<file path="config.mk">
export PLATFORM = sky130hd
export DESIGN_NAME = mc_ctrl
export DESIGN_NICKNAME = d
export VERILOG_FILES = /design/src/rtl/mc_ctrl.sv
export SDC_FILE = /design/constraint.sdc
export NUM_CORES = 1
export LEC_CHECK = 0
export ABC_AREA = 1
export BUFFER_PORTS_ARGS = -buffer_cell sky130_fd_sc_hd__buf_2
export CAP_MARGIN = 30
export CORE_MARGIN = 2
export CORE_UTILIZATION = 47
export CTS_CLUSTER_DIAMETER = 50
export DETAILED_ROUTE_END_ITERATION = 12
export PLACE_DENSITY = 0.94
export SLEW_MARGIN = 20
export SYNTH_ARGS = -nofsm -noshare
export SYNTH_HDL_FRONTEND = slang
export SYNTH_SLANG_ARGS = --single-unit
</file>
<file path="constraint.sdc">
create_clock -name clk -period 2.7 [get_ports clk]
set_input_delay 0.405 -clock clk [delete_from_list [all_inputs] [get_ports clk]]
set_output_delay 0.405 -clock clk [all_outputs]
set_load 0.02 [all_outputs]
</file>
<file path="src/rtl/mc_ctrl.sv">
// Multi-cycle main controller for the MIPS-subset datapath.
// Sequences IF/ID/EXE/MEM/WB with a memory ready handshake; outputs are combinational from state and inputs.
module mc_ctrl (
    input  logic       clk,
    input  logic       rst,
    input  logic [5:0] op,
    input  logic [5:0] funct,
    input  logic       zero,
    input  logic       mem_ready,
    output logic       pc_we,
    output logic       ir_we,
    output logic       reg_we,
    output logic       mem_re,
    output logic       mem_we,
    output logic       alu_src_a,
    output logic [1:0] alu_src_b,
    output logic       ext_zero,
    output logic       reg_dst,
    output logic       mem_to_reg,
    output logic [1:0] pc_src,
    output logic [2:0] ALUctr,
    output logic       instr_done,
    output logic       illegal,
    output logic [2:0] state
);

    localparam int unsigned SW = 3;

    localparam logic [5:0] OP_R    = 6'b000000;
    localparam logic [5:0] OP_LW   = 6'b100011;
    localparam logic [5:0] OP_SW   = 6'b101011;
    localparam logic [5:0] OP_BEQ  = 6'b000100;
    localparam logic [5:0] OP_ADDI = 6'b001000;
    localparam logic [5:0] OP_ORI  = 6'b001101;
    localparam logic [5:0] OP_J    = 6'b000010;

    localparam logic [5:0] FN_ADD = 6'b100000;
    localparam logic [5:0] FN_SUB = 6'b100010;
    localparam logic [5:0] FN_AND = 6'b100100;
    localparam logic [5:0] FN_OR  = 6'b100101;
    localparam logic [5:0] FN_SLT = 6'b101010;

    localparam logic [2:0] ALU_AND = 3'b000;
    localparam logic [2:0] ALU_OR  = 3'b001;
    localparam logic [2:0] ALU_ADD = 3'b010;
    localparam logic [2:0] ALU_SUB = 3'b110;
    localparam logic [2:0] ALU_SLT = 3'b111;

    localparam logic [1:0] B_REG  = 2'b00;
    localparam logic [1:0] B_FOUR = 2'b01;
    localparam logic [1:0] B_IMM  = 2'b10;
    localparam logic [1:0] B_BOFS = 2'b11;

    localparam logic [1:0] PC_ALU  = 2'b00;
    localparam logic [1:0] PC_BR   = 2'b01;
    localparam logic [1:0] PC_JUMP = 2'b10;

    typedef enum logic [SW-1:0] {
        S_IF  = 3'd0,
        S_ID  = 3'd1,
        S_EXE = 3'd2,
        S_MEM = 3'd3,
        S_WB  = 3'd4,
        S_ERR = 3'd7
    } state_t;

    state_t state_q;
    state_t state_d;

    logic       is_r;
    logic       is_lw;
    logic       is_sw;
    logic       is_beq;
    logic       is_addi;
    logic       is_ori;
    logic       is_j;
    logic       funct_ok;
    logic       legal;
    logic [2:0] alu_r;

    // Instruction decode shared by next-state and output logic
    always_comb begin
        is_r     = (op == OP_R);
        is_lw    = (op == OP_LW);
        is_sw    = (op == OP_SW);
        is_beq   = (op == OP_BEQ);
        is_addi  = (op == OP_ADDI);
        is_ori   = (op == OP_ORI);
        is_j     = (op == OP_J);
        funct_ok = 1'b1;
        alu_r    = ALU_ADD;
        case (funct)
            FN_ADD:  alu_r = ALU_ADD;
            FN_SUB:  alu_r = ALU_SUB;
            FN_AND:  alu_r = ALU_AND;
            FN_OR:   alu_r = ALU_OR;
            FN_SLT:  alu_r = ALU_SLT;
            default: funct_ok = 1'b0;
        endcase
        legal = (is_r && funct_ok) || is_lw || is_sw || is_beq
              || is_addi || is_ori || is_j;
    end

    // State register
    always_ff @(posedge clk) begin
        if (rst) begin
            state_q <= S_IF;
        end else begin
            state_q <= state_d;
        end
    end

    // Next-state logic
    always_comb begin
        state_d = state_q;
        case (state_q)
            S_IF: begin
                if (mem_ready) begin
                    state_d = S_ID;
                end
            end
            S_ID: begin
                if (!legal) begin
                    state_d = S_ERR;
                end else if (is_j) begin
                    state_d = S_IF;
                end else begin
                    state_d = S_EXE;
                end
            end
            S_EXE: begin
                // op is stable after ID; anything unexpected here is treated as an error
                if (!legal) begin
                    state_d = S_ERR;
                end else if (is_lw || is_sw) begin
                    state_d = S_MEM;
                end else if (is_beq) begin
                    state_d = S_IF;
                end else if (is_r || is_addi || is_ori) begin
                    state_d = S_WB;
                end else begin
                    state_d = S_ERR;
                end
            end
            S_MEM: begin
                if (!(is_lw || is_sw)) begin
                    state_d = S_ERR;
                end else if (mem_ready) begin
                    state_d = is_lw ? S_WB : S_IF;
                end
            end
            S_WB:    state_d = S_IF;
            S_ERR:   state_d = S_ERR;
            default: state_d = S_ERR;
        endcase
    end

    // Output logic
    always_comb begin
        pc_we      = 1'b0;
        ir_we      = 1'b0;
        reg_we     = 1'b0;
        mem_re     = 1'b0;
        mem_we     = 1'b0;
        alu_src_a  = 1'b0;
        alu_src_b  = B_REG;
        ext_zero   = 1'b0;
        reg_dst    = 1'b0;
        mem_to_reg = 1'b0;
        pc_src     = PC_ALU;
        ALUctr     = ALU_ADD;
        instr_done = 1'b0;
        illegal    = 1'b0;
        state      = SW'(state_q);

        case (state_q)
            S_IF: begin
                mem_re    = 1'b1;
                alu_src_b = B_FOUR;
                ir_we     = mem_ready;
                pc_we     = mem_ready;
            end
            S_ID: begin
                alu_src_b = B_BOFS;
                if (legal && is_j) begin
                    pc_we      = 1'b1;
                    pc_src     = PC_JUMP;
                    instr_done = 1'b1;
                end
            end
            S_EXE: begin
                if (legal) begin
                    if (is_r) begin
                        alu_src_a = 1'b1;
                        alu_src_b = B_REG;
                        ALUctr    = alu_r;
                    end else if (is_lw || is_sw || is_addi) begin
                        alu_src_a = 1'b1;
                        alu_src_b = B_IMM;
                    end else if (is_ori) begin
                        alu_src_a = 1'b1;
                        alu_src_b = B_IMM;
                        ext_zero  = 1'b1;
                        ALUctr    = ALU_OR;
                    end else if (is_beq) begin
                        alu_src_a  = 1'b1;
                        alu_src_b  = B_REG;
                        ALUctr     = ALU_SUB;
                        pc_src     = PC_BR;
                        pc_we      = zero;
                        instr_done = 1'b1;
                    end
                end
            end
            S_MEM: begin
                if (is_lw) begin
                    mem_re = 1'b1;
                end else if (is_sw) begin
                    mem_we     = 1'b1;
                    instr_done = mem_ready;
                end
            end
            S_WB: begin
                reg_we     = 1'b1;
                instr_done = 1'b1;
                reg_dst    = is_r;
                mem_to_reg = is_lw;
            end
            S_ERR: begin
                illegal = 1'b1;
            end
            default: begin
                illegal = 1'b0;
            end
        endcase

        // Reset abandons any in-flight instruction without a partial write
        if (rst) begin
            pc_we      = 1'b0;
            ir_we      = 1'b0;
            reg_we     = 1'b0;
            mem_re     = 1'b0;
            mem_we     = 1'b0;
            alu_src_a  = 1'b0;
            alu_src_b  = B_REG;
            ext_zero   = 1'b0;
            reg_dst    = 1'b0;
            mem_to_reg = 1'b0;
            pc_src     = PC_ALU;
            ALUctr     = ALU_ADD;
            instr_done = 1'b0;
            illegal    = 1'b0;
            state      = SW'(S_IF);
        end
    end

endmodule

</file>
==> impl_metrics.json, run 1 <==
{
  "power_density_nw_per_um2": 601,
  "drc": 0,
  "use_met3_pct": 6.96,
  "placed_cells": 178,
  "setup_viol": 0,
  "drtIter0Drc": 29,
  "dp.final_hpwl_um": 1760,
  "ant_nets": 0,
  "drt_wl_total_um": 2120,
  "antenna_found_initial": 0,
  "drv_slew": 0,
  "worst_pin_slew_ns": 0.307,
  "fin_tns_setup_ns": 0,
  "synth_cells": 129,
  "use_met1_pct": 22.9,
  "track_usage_pct": 23.7,
  "leakagePower_nw": 0.501,
  "ff2ff_path_depth": 8,
  "cts_hold_buf": 0,
  "nets": 184,
  "crit_arrival_ns": 1.73,
  "postCtsSetupBuffers": 0,
  "synth_nets": 145,
  "hold_start": "mem_ready",
  "routabilityCongestion": 0.896,
  "synth.most_common_cell": "nor2_1",
  "clock_skew_ns": 0.000131,
  "numCtsBuffers": 3,
  "holdPathStages": 4,
  "grt_setup_unrepaired": "no",
  "synth_compound_area_share_pct": 14.0,
  "fin_crit_ns": 2.13,
  "drive_gt1_share_pct": 32.3,
  "vias_per_cell": 5.54,
  "required_ns": 2.30,
  "min_period_over_period_pct": 78.9,
  "synthMuxAreaShare_pct": 0,
  "antennaDiodeCount": 0,
  "die_w_um": 41.5,
  "p_total_mw": 0.528,
  "reg2reg_to": "state_q[0]",
  "hp-class": "in2reg",
  "synth_xor_area_share_pct": 0,
  "max_freq_mhz": 469,
  "grt_busiest_layer": "met2",
  "drtPass1Iterations": 4,
  "rows": 13,
  "grt_pass1_vias": 887,
  "synth_top_family_by_area": "simple AND/OR/NAND/NOR gates",
  "worst_slew_margin_rel_pct": 79.3,
  "synth_cell_types": 25,
  "numPortBuffers": 36,
  "async_flop_share_pct": 0,
  "cts.clk_slew.worst_paths_ns": 0.03,
  "syn_area_per_cell_um2": 5.13,
  "ios": 37,
  "largest_reg_flops": 3,
  "post_cts_resized": 0,
  "cp_max_fo": 4,
  "outcome": "complete, no violations",
  "synth_area_leaders": "nor2_1 16%, inv_1 12%, nand2_1 10%, dfxtp_1 9.1%, nand3_1 9.1%",
  "worst-setup-path-type": "reg2out",
  "areaGrowthSynthToFinish_pct": 32.9,
  "synth-warning-count": 0,
  "ir_worst_vdd_mv": 0.330,
  "hold_ws_ns": 0.643,
  "synth-seq-cells": 3,
  "synth_area_um2": 662,
  "r2r_start": "state_q[2]",
  "hold_violations": 0,
  "die-area_um2": 1720,
  "rrSetupSlack_ns": 1.23,
  "cts-root-buf": "clkbuf_4",
  "vias": 1009,
  "critPathCaptureType": "output port",
  "yosysSeqAreaShare_pct": 9.07,
  "clkSinkCount": 3,
  "die_h_um": 41.5,
  "grt_max_degree": 19,
  "grtUsageMet2_pct": 47.5,
  "synth_commonest_cells": "28 x nor2_1, 22 x inv_1, 18 x nand2_1, 12 x nand3_1, 12 x nor3_1",
  "clkLatencyLatePin_ns": 0.23,
  "grt_overflow": 0,
  "synth_area_leader_cell": "nor2_1",
  "core_um2": 1300,
  "synth_top_area_share_pct": 15.9,
  "fin_cells": 182,
  "holdPathEnd": "state_q[1]",
  "largestRegisters": "state_q: 3 flops",
  "synthSimpleGateAreaFrac_pct": 62.8,
  "startpoint_type": "flop",
  "cts_tree": "built",
  "nFillCells": 114,
  "top_register": "state_q",
  "maxCapViolCount": 0,
  "synth_enable_flop_cells": 0,
  "grt_pass1_wl_um": 3330,
  "synth_adder_area_share_pct": 0,
  "start_util_pct": 50.9,
  "h-tree-depth": 1,
  "clockBufferDepth": 2,
  "wire_per_inst_um": 11.6,
  "synth_ff_type": "dfxtp_1"
}
-- area by class of cell --
type	count	area (um2)	share of cell area, %
clock buffer	4	26.3	2.99
inverter	23	86.3	9.82
multi-input combinational	101	508	57.8
sequential	3	60.1	6.83
tap	15	18.8	2.13
timing repair buffer	36	180	20.5
-- cell usage in the layout (no fill, tap or decap), drive strengths merged --
master | Yosys | routed
nor2 | 33 | 33
a21oi | 7 | 7
o22ai | 1 | 1
nand3b | 1 | 1
nand4 | 1 | 1
a31oi | 1 | 1
buf | 0 | 36
inv | 23 | 23
a211oi | 1 | 1
dfxtp | 3 | 3
nor4 | 2 | 2
o21bai | 1 | 1
nor3 | 12 | 12
nand2 | 23 | 23
o21a | 1 | 1
clkbuf | 2 | 4
nand3 | 14 | 14
o21ai | 2 | 2
a221oi | 1 | 1
-- per-layer routing --
| layer | wire length, um | vias to the layer above |
|---|---|---|
| li1 | - | 492 |
| met1 | 777 | 463 |
| met2 | 1130 | 49 |
| met3 | 192 | 5 |
| met4 | 21 | 0 |
| met5 | 0 | - |
-- worst max-delay path by stage --
| stage | start | end | slack (ns) | cells past startpoint |
|---|---|---|---|---|
| 6_report | state_q[0] | instr_done | 0.57 | 7 |
| 5_1_grt | state_q[0] | pc_we | 0.42 | 7 |
| 4_1_cts | state_q[0] | instr_done | 0.59 | 7 |
| 3_5_place_dp | op[1] | alu_src_a | 0.62 | 11 |
| 3_3_place_gp | op[4] | ALUctr[1] | 0.71 | 12 |
| 2_1_floorplan | op[4] | ALUctr[2] | 0.82 | 9 |
-- per-stage QoR --
stage	area (um2)	worst slack, ns	utilization (%)
after global placement	853	0.712	65.6
after global routing	880	0.420	67.6
after CTS	880	0.590	67.6
final	880	0.570	67.6
after detailed placement	853	0.618	65.6
after floorplan	662	0.822	-
-- cell families (layout without fill, tap and decap cells) --
family                 Yosys count  in the layout
AO/OA/AOI/OAI                   15             15
buffers and inverters           25             63
flip-flops                       3              3
AND/OR/NAND/NOR                 86             86
-- where the power goes --
group          leakage [nW]  total [mW]  internal, mW  switching, mW
combinational         0.461       0.357         0.117          0.240
clock                0.0150      0.0762        0.0552         0.0210
sequential           0.0251      0.0947        0.0654         0.0292
total                 0.501       0.528         0.238          0.290
-- worst max-delay path: stages, from the launching register on --
cell and delay [ns]:
dfxtp_1 0.38, inv_1 0.11, nor3_1 0.24, inv_1 0.14
nor3_1 0.25, nor4_1 0.10, nor2_1 0.10, buf_2 0.17
Note: power is estimated with default switching activity, not from simulation.
==> inputs of run 2 (changes only) <==
--- a/config.mk
+++ b/config.mk
@@ -9,10 +9,10 @@
 export BUFFER_PORTS_ARGS = -buffer_cell sky130_fd_sc_hd__buf_2
 export CAP_MARGIN = 30
 export CORE_MARGIN = 2
-export CORE_UTILIZATION = 47
+export CORE_UTILIZATION = 43
 export CTS_CLUSTER_DIAMETER = 50
 export DETAILED_ROUTE_END_ITERATION = 12
-export PLACE_DENSITY = 0.94
+export PLACE_DENSITY = 0.88
 export SLEW_MARGIN = 20
 export SYNTH_ARGS = -nofsm -noshare
 export SYNTH_HDL_FRONTEND = slang
==> constraint.sdc (replaced) <==
create_clock -name clk -period 2 [get_ports clk]
set_input_delay 0.3 -clock clk [delete_from_list [all_inputs] [get_ports clk]]
set_output_delay 0.3 -clock clk [all_outputs]
set_load 0.02 [all_outputs]
==> run 2 against run 1 <==
Flip-flop and latch count stayed put. Combinational power is 34% higher. Global-route usage is 3.7 points lower. Worst setup slack worse by 0.43 ns. Clock skew is 0.0017 ns higher. Non-clock buffer count stayed put. Sequential power is 38% higher. Final cell count is 0.55% higher. Register-to-register slack worse by 0.70 ns. First-iteration DRC count is 24% lower. Routed wire length is 11% lower. Die area is 8.4% higher. Critical endpoint is now mem_re.
==> impl_metrics.json, run 2 (synthesis results as in run 1) <==
{
  "seq_area_um2": 60.1,
  "fin_crit_ns": 1.86,
  "power_density_nw_per_um2": 797,
  "worst_slew_margin_rel_pct": 80.6,
  "dp_slack_ns": 0.166,
  "nets": 184,
  "cts_hold_buf": 0,
  "final_area_um2": 891,
  "grt_overflow": 0,
  "worst-setup-path-type": "reg2out",
  "vias": 964,
  "grt_pass1_vias": 818,
  "drtPass1Iterations": 4,
  "largestRegisters": "state_q: 3 flops",
  "maxCapViolCount": 0,
  "clockBufferDepth": 2,
  "fin_tns_setup_ns": 0,
  "ir_worst_vdd_mv": 0.630,
  "drc": 0,
  "startpoint_type": "flop",
  "antennaDiodeCount": 0,
  "die_w_um": 43.2,
  "hold_violations": 0,
  "antenna_found_initial": 0,
  "crit_arrival_ns": 1.56,
  "outcome": "complete, no violations",
  "areaGrowthSynthToFinish_pct": 34.6,
  "final_cell_mix": "36 x buf_2, 28 x nor2_1, 22 x inv_1",
  "mostFrequentLayoutCell": "buf_2",
  "nFillCells": 156,
  "dp.final_hpwl_um": 1550,
  "final.setup.worst_slack_ns": 0.136,
  "core_um2": 1470,
  "routabilityCongestion": 0.843,
  "cts.clk_slew.worst_paths_ns": 0.04,
  "leakagePower_nw": 0.503,
  "clkSinkCount": 3,
  "ant_nets": 0,
  "grt_pass1_wl_um": 3020,
  "wire_per_inst_um": 10.3,
  "h-tree-depth": 1,
  "min_period_over_period_pct": 93.2,
  "rows": 14,
  "track_usage_pct": 19.9,
  "top_register": "state_q",
  "cp_max_fo": 5,
  "vias_per_cell": 5.27,
  "hp-class": "in2reg",
  "setup_viol": 0,
  "numCtsBuffers": 3,
  "max_freq_mhz": 537,
  "cts-root-buf": "clkbuf_4",
  "placed_area_um2": 855,
  "clkLatencyLatePin_ns": 0.23,
  "clock_skew_ns": 0.00184,
  "required_ns": 1.70,
  "die-area_um2": 1870,
  "cts_tree": "built",
  "largest_reg_flops": 3,
  "drv_slew": 0,
  "post_cts_resized": 0,
  "worst_pin_slew_ns": 0.291,
  "critPathCaptureType": "output port",
  "final_util_pct": 60.5,
  "ios": 37,
  "grt_setup_unrepaired": "no",
  "postCtsSetupBuffers": 0,
  "drive_gt1_share_pct": 33.5,
  "drtIter0Drc": 22,
  "start_util_pct": 45.0,
  "numPortBuffers": 36,
  "die_h_um": 43.2,
  "multi_input_area_um2": 518,
  "drt_wl_total_um": 1890,
  "grt_max_degree": 19
}
## run 2: changes by cell type in the layout (fill, tap and decap cells not counted)
| cell | previous run | this run |
|---|---|---|
| nor3_2 | 0 | 2 |
| nor3_1 | 12 | 10 |
## run 2: worst max-delay path, stage by stage, from the launching register on
cell and delay [ns]:
dfxtp_1 0.36, nor3_1 0.29, inv_1 0.14, o21ai_1 0.09
inv_1 0.09, a211oi_1 0.17, buf_2 0.20
## run 2: where the power goes
group	leakage, nW	internal, mW	switching [mW]
Combinational	0.463	0.160	0.317
Sequential	0.0251	0.0884	0.0422
Clock	0.0150	0.0745	0.0278
Total	0.503	0.323	0.387
## run 2: layout make-up
class	count	area share, %
Tap cell	16	2.25
Multi-Input combinational cell	101	58.1
Inverter	23	9.69
Timing Repair Buffer	36	20.2
Clock buffer	4	2.95
Sequential cell	3	6.74
## run 2: metrics by stage
stage,cells,hold slack [ns],power [mW]
after floorplan,129,0.564,0.465
after global placement,179,0.729,0.575
after detailed placement,179,0.737,0.587
after CTS,183,0.524,0.695
after global routing,183,0.566,0.773
final,183,0.526,0.710
## run 2: worst paths after layout
kind	from	to	slack, ns	cells after the start
worst min-delay path	mem_ready	state_q[1]	0.53	4
worst max-delay path	state_q[2]	mem_re	0.14	6
worst min register to register	state_q[0]	state_q[0]	0.77	4
worst max register to register	state_q[2]	state_q[1]	0.53	8
## run 2: metal layers
layer / vias to the layer above / wire, um / track usage (%)
met5: - / 0 / 0
met4: 0 / 0 / 1.82
met3: 0 / 153 / 3.40
met2: 44 / 933 / 37.3
met1: 420 / 805 / 24.2
li1: 500 / - / -
==> inputs of run 3 (changes only) <==
--- a/config.mk
+++ b/config.mk
@@ -8,9 +8,11 @@
 export ABC_AREA = 1
 export BUFFER_PORTS_ARGS = -buffer_cell sky130_fd_sc_hd__buf_2
 export CAP_MARGIN = 30
+export CORE_ASPECT_RATIO = 0.9
 export CORE_MARGIN = 2
 export CORE_UTILIZATION = 43
 export CTS_CLUSTER_DIAMETER = 50
+export CTS_CLUSTER_SIZE = 40
 export DETAILED_ROUTE_END_ITERATION = 12
 export PLACE_DENSITY = 0.88
 export SLEW_MARGIN = 20
==> run 3 against run 2 <==
Clock skew up 0.0029 ns. Clock power is 7% higher. Flip-flop and latch count is the same. Maximum frequency down 3.6%. Routed wire length rose by 9.5%. Final cell count shrank 0.55%. Register-to-register slack worse by 0.04 ns.
==> impl_metrics.json, run 3 (synthesis results as in run 1) <==
{
  "hold_start": "mem_ready",
  "vias": 994,
  "vias_per_cell": 5.46,
  "nets": 184,
  "postCtsSetupBuffers": 0,
  "reg2reg_to": "state_q[1]",
  "r2r_start": "state_q[1]",
  "numCtsBuffers": 3,
  "antennaDiodeCount": 0,
  "ir_worst_vdd_mv": 0.466,
  "clock_skew_ns": 0.00469,
  "grt_overflow": 0,
  "drc": 0,
  "maxCapViolCount": 0,
  "startpoint_type": "flop",
  "track_usage_pct": 22.5,
  "largest_reg_flops": 3,
  "leakagePower_nw": 0.503,
  "grt_pass1_vias": 770,
  "rrSetupSlack_ns": 0.49,
  "power_density_nw_per_um2": 816,
  "mostFrequentLayoutCell": "buf_2",
  "holdPathStages": 4,
  "clkSinkCount": 3,
  "die-area_um2": 1870,
  "holdPathEnd": "state_q[2]",
  "dp.final_hpwl_um": 1670,
  "grt_setup_unrepaired": "yes",
  "cts.clk_slew.worst_paths_ns": 0.04,
  "drtPass1Iterations": 4,
  "drv_slew": 0,
  "largestRegisters": "state_q: 3 flops",
  "ios": 37,
  "worst-setup-path-type": "reg2out",
  "clockBufferDepth": 2,
  "required_ns": 1.70,
  "areaGrowthSynthToFinish_pct": 35.0,
  "grt_pass1_wl_um": 3080,
  "drtIter0Drc": 50,
  "final_util_pct": 61.7,
  "hp-class": "in2reg",
  "nFillCells": 136,
  "final_area_um2": 893,
  "ant_nets": 0,
  "h-tree-depth": 1,
  "grt_max_degree": 19,
  "top_register": "state_q",
  "core_um2": 1450,
  "final_cell_mix": "36 x buf_2, 28 x nor2_1, 22 x inv_1",
  "die_w_um": 45.4,
  "placed_area_um2": 853,
  "hold_violations": 0,
  "drt_wl_total_um": 2070,
  "worst_slew_margin_rel_pct": 81.1,
  "cts_hold_buf": 0,
  "max_freq_mhz": 517,
  "clkLatencyLatePin_ns": 0.23,
  "cts_tree": "built",
  "drive_gt1_share_pct": 34.1,
  "crit_arrival_ns": 1.63,
  "outcome": "complete, no violations",
  "min_period_over_period_pct": 96.7,
  "final.setup.worst_slack_ns": 0.0666,
  "dp_slack_ns": 0.150,
  "fin_crit_ns": 1.93,
  "numPortBuffers": 36,
  "start_util_pct": 45.7,
  "rows": 13,
  "routabilityCongestion": 0.852,
  "critPathCaptureType": "output port",
  "setup_viol": 0,
  "wire_per_inst_um": 11.4,
  "cp_max_fo": 7,
  "antenna_found_initial": 0,
  "worst_pin_slew_ns": 0.282,
  "fin_tns_setup_ns": 0,
  "cts-root-buf": "clkbuf_4",
  "ff2ff_path_depth": 9,
  "die_h_um": 41.2
}
[run 3: cell count changes in the layout (fill, tap and decap cells not counted)]
cell and delta:
a21oi_1 -1, a21oi_2 +1
[run 3: cell type report]
type                    count  area [um2]  share of cell area [%]
repair buffers             36         180                    20.2
well taps                  15        18.8                    2.10
flip-flops and latches      3        60.1                    6.72
clock buffers               4        26.3                    2.94
inverters                  23        86.3                    9.66
multi-input cells         101         522                    58.4
[run 3: worst max-delay path: stages (launching register included)]
cell and delay [ns]:
dfxtp_1 0.47, nand2_2 0.10, nor2_2 0.11, inv_1 0.08, o21ai_1 0.14, inv_1 0.09, a211oi_1 0.20, buf_2 0.21
[run 3: routing by layer]
layer	wire length (um)	global-route usage, %	vias to the layer above
met5	0	0	-
met4	30	4.41	0
met3	206	3.08	6
met2	1010	43.9	65
met1	821	26.5	428
li1	-	-	495
[run 3: repair_timing]
item,in CTS,in global routing
endpoints found under the hold margin,0,0
resized for setup,1,2
setup endpoints to repair,2,3
[run 3: worst max path at each step]
stage,slack [ns],start,to
2_1_floorplan,0.33,op[4],ALUctr[2]
3_3_place_gp,0.20,op[4],alu_src_a
3_5_place_dp,0.15,op[4],alu_src_a
4_1_cts,0.08,state_q[0],instr_done
5_1_grt,-0.01,state_q[1],mem_re
6_report,0.07,state_q[1],mem_re
[run 3: stage by stage]
stage | hold slack [ns] | power, mW | instances
finish | 0.526 | 0.729 | 182
global route | 0.538 | 0.793 | 182
CTS | 0.522 | 0.710 | 182
detailed placement | 0.748 | 0.596 | 178
global placement | 0.729 | 0.576 | 178
floorplan | 0.564 | 0.465 | 129
[run 3: report_power, final]
| group | internal [mW] | switching (mW) | leakage [nW] |
|---|---|---|---|
| registers | 0.0883 | 0.0441 | 0.0251 |
| clock network | 0.0749 | 0.0336 | 0.0150 |
| logic | 0.160 | 0.328 | 0.463 |
| total | 0.323 | 0.405 | 0.503 |
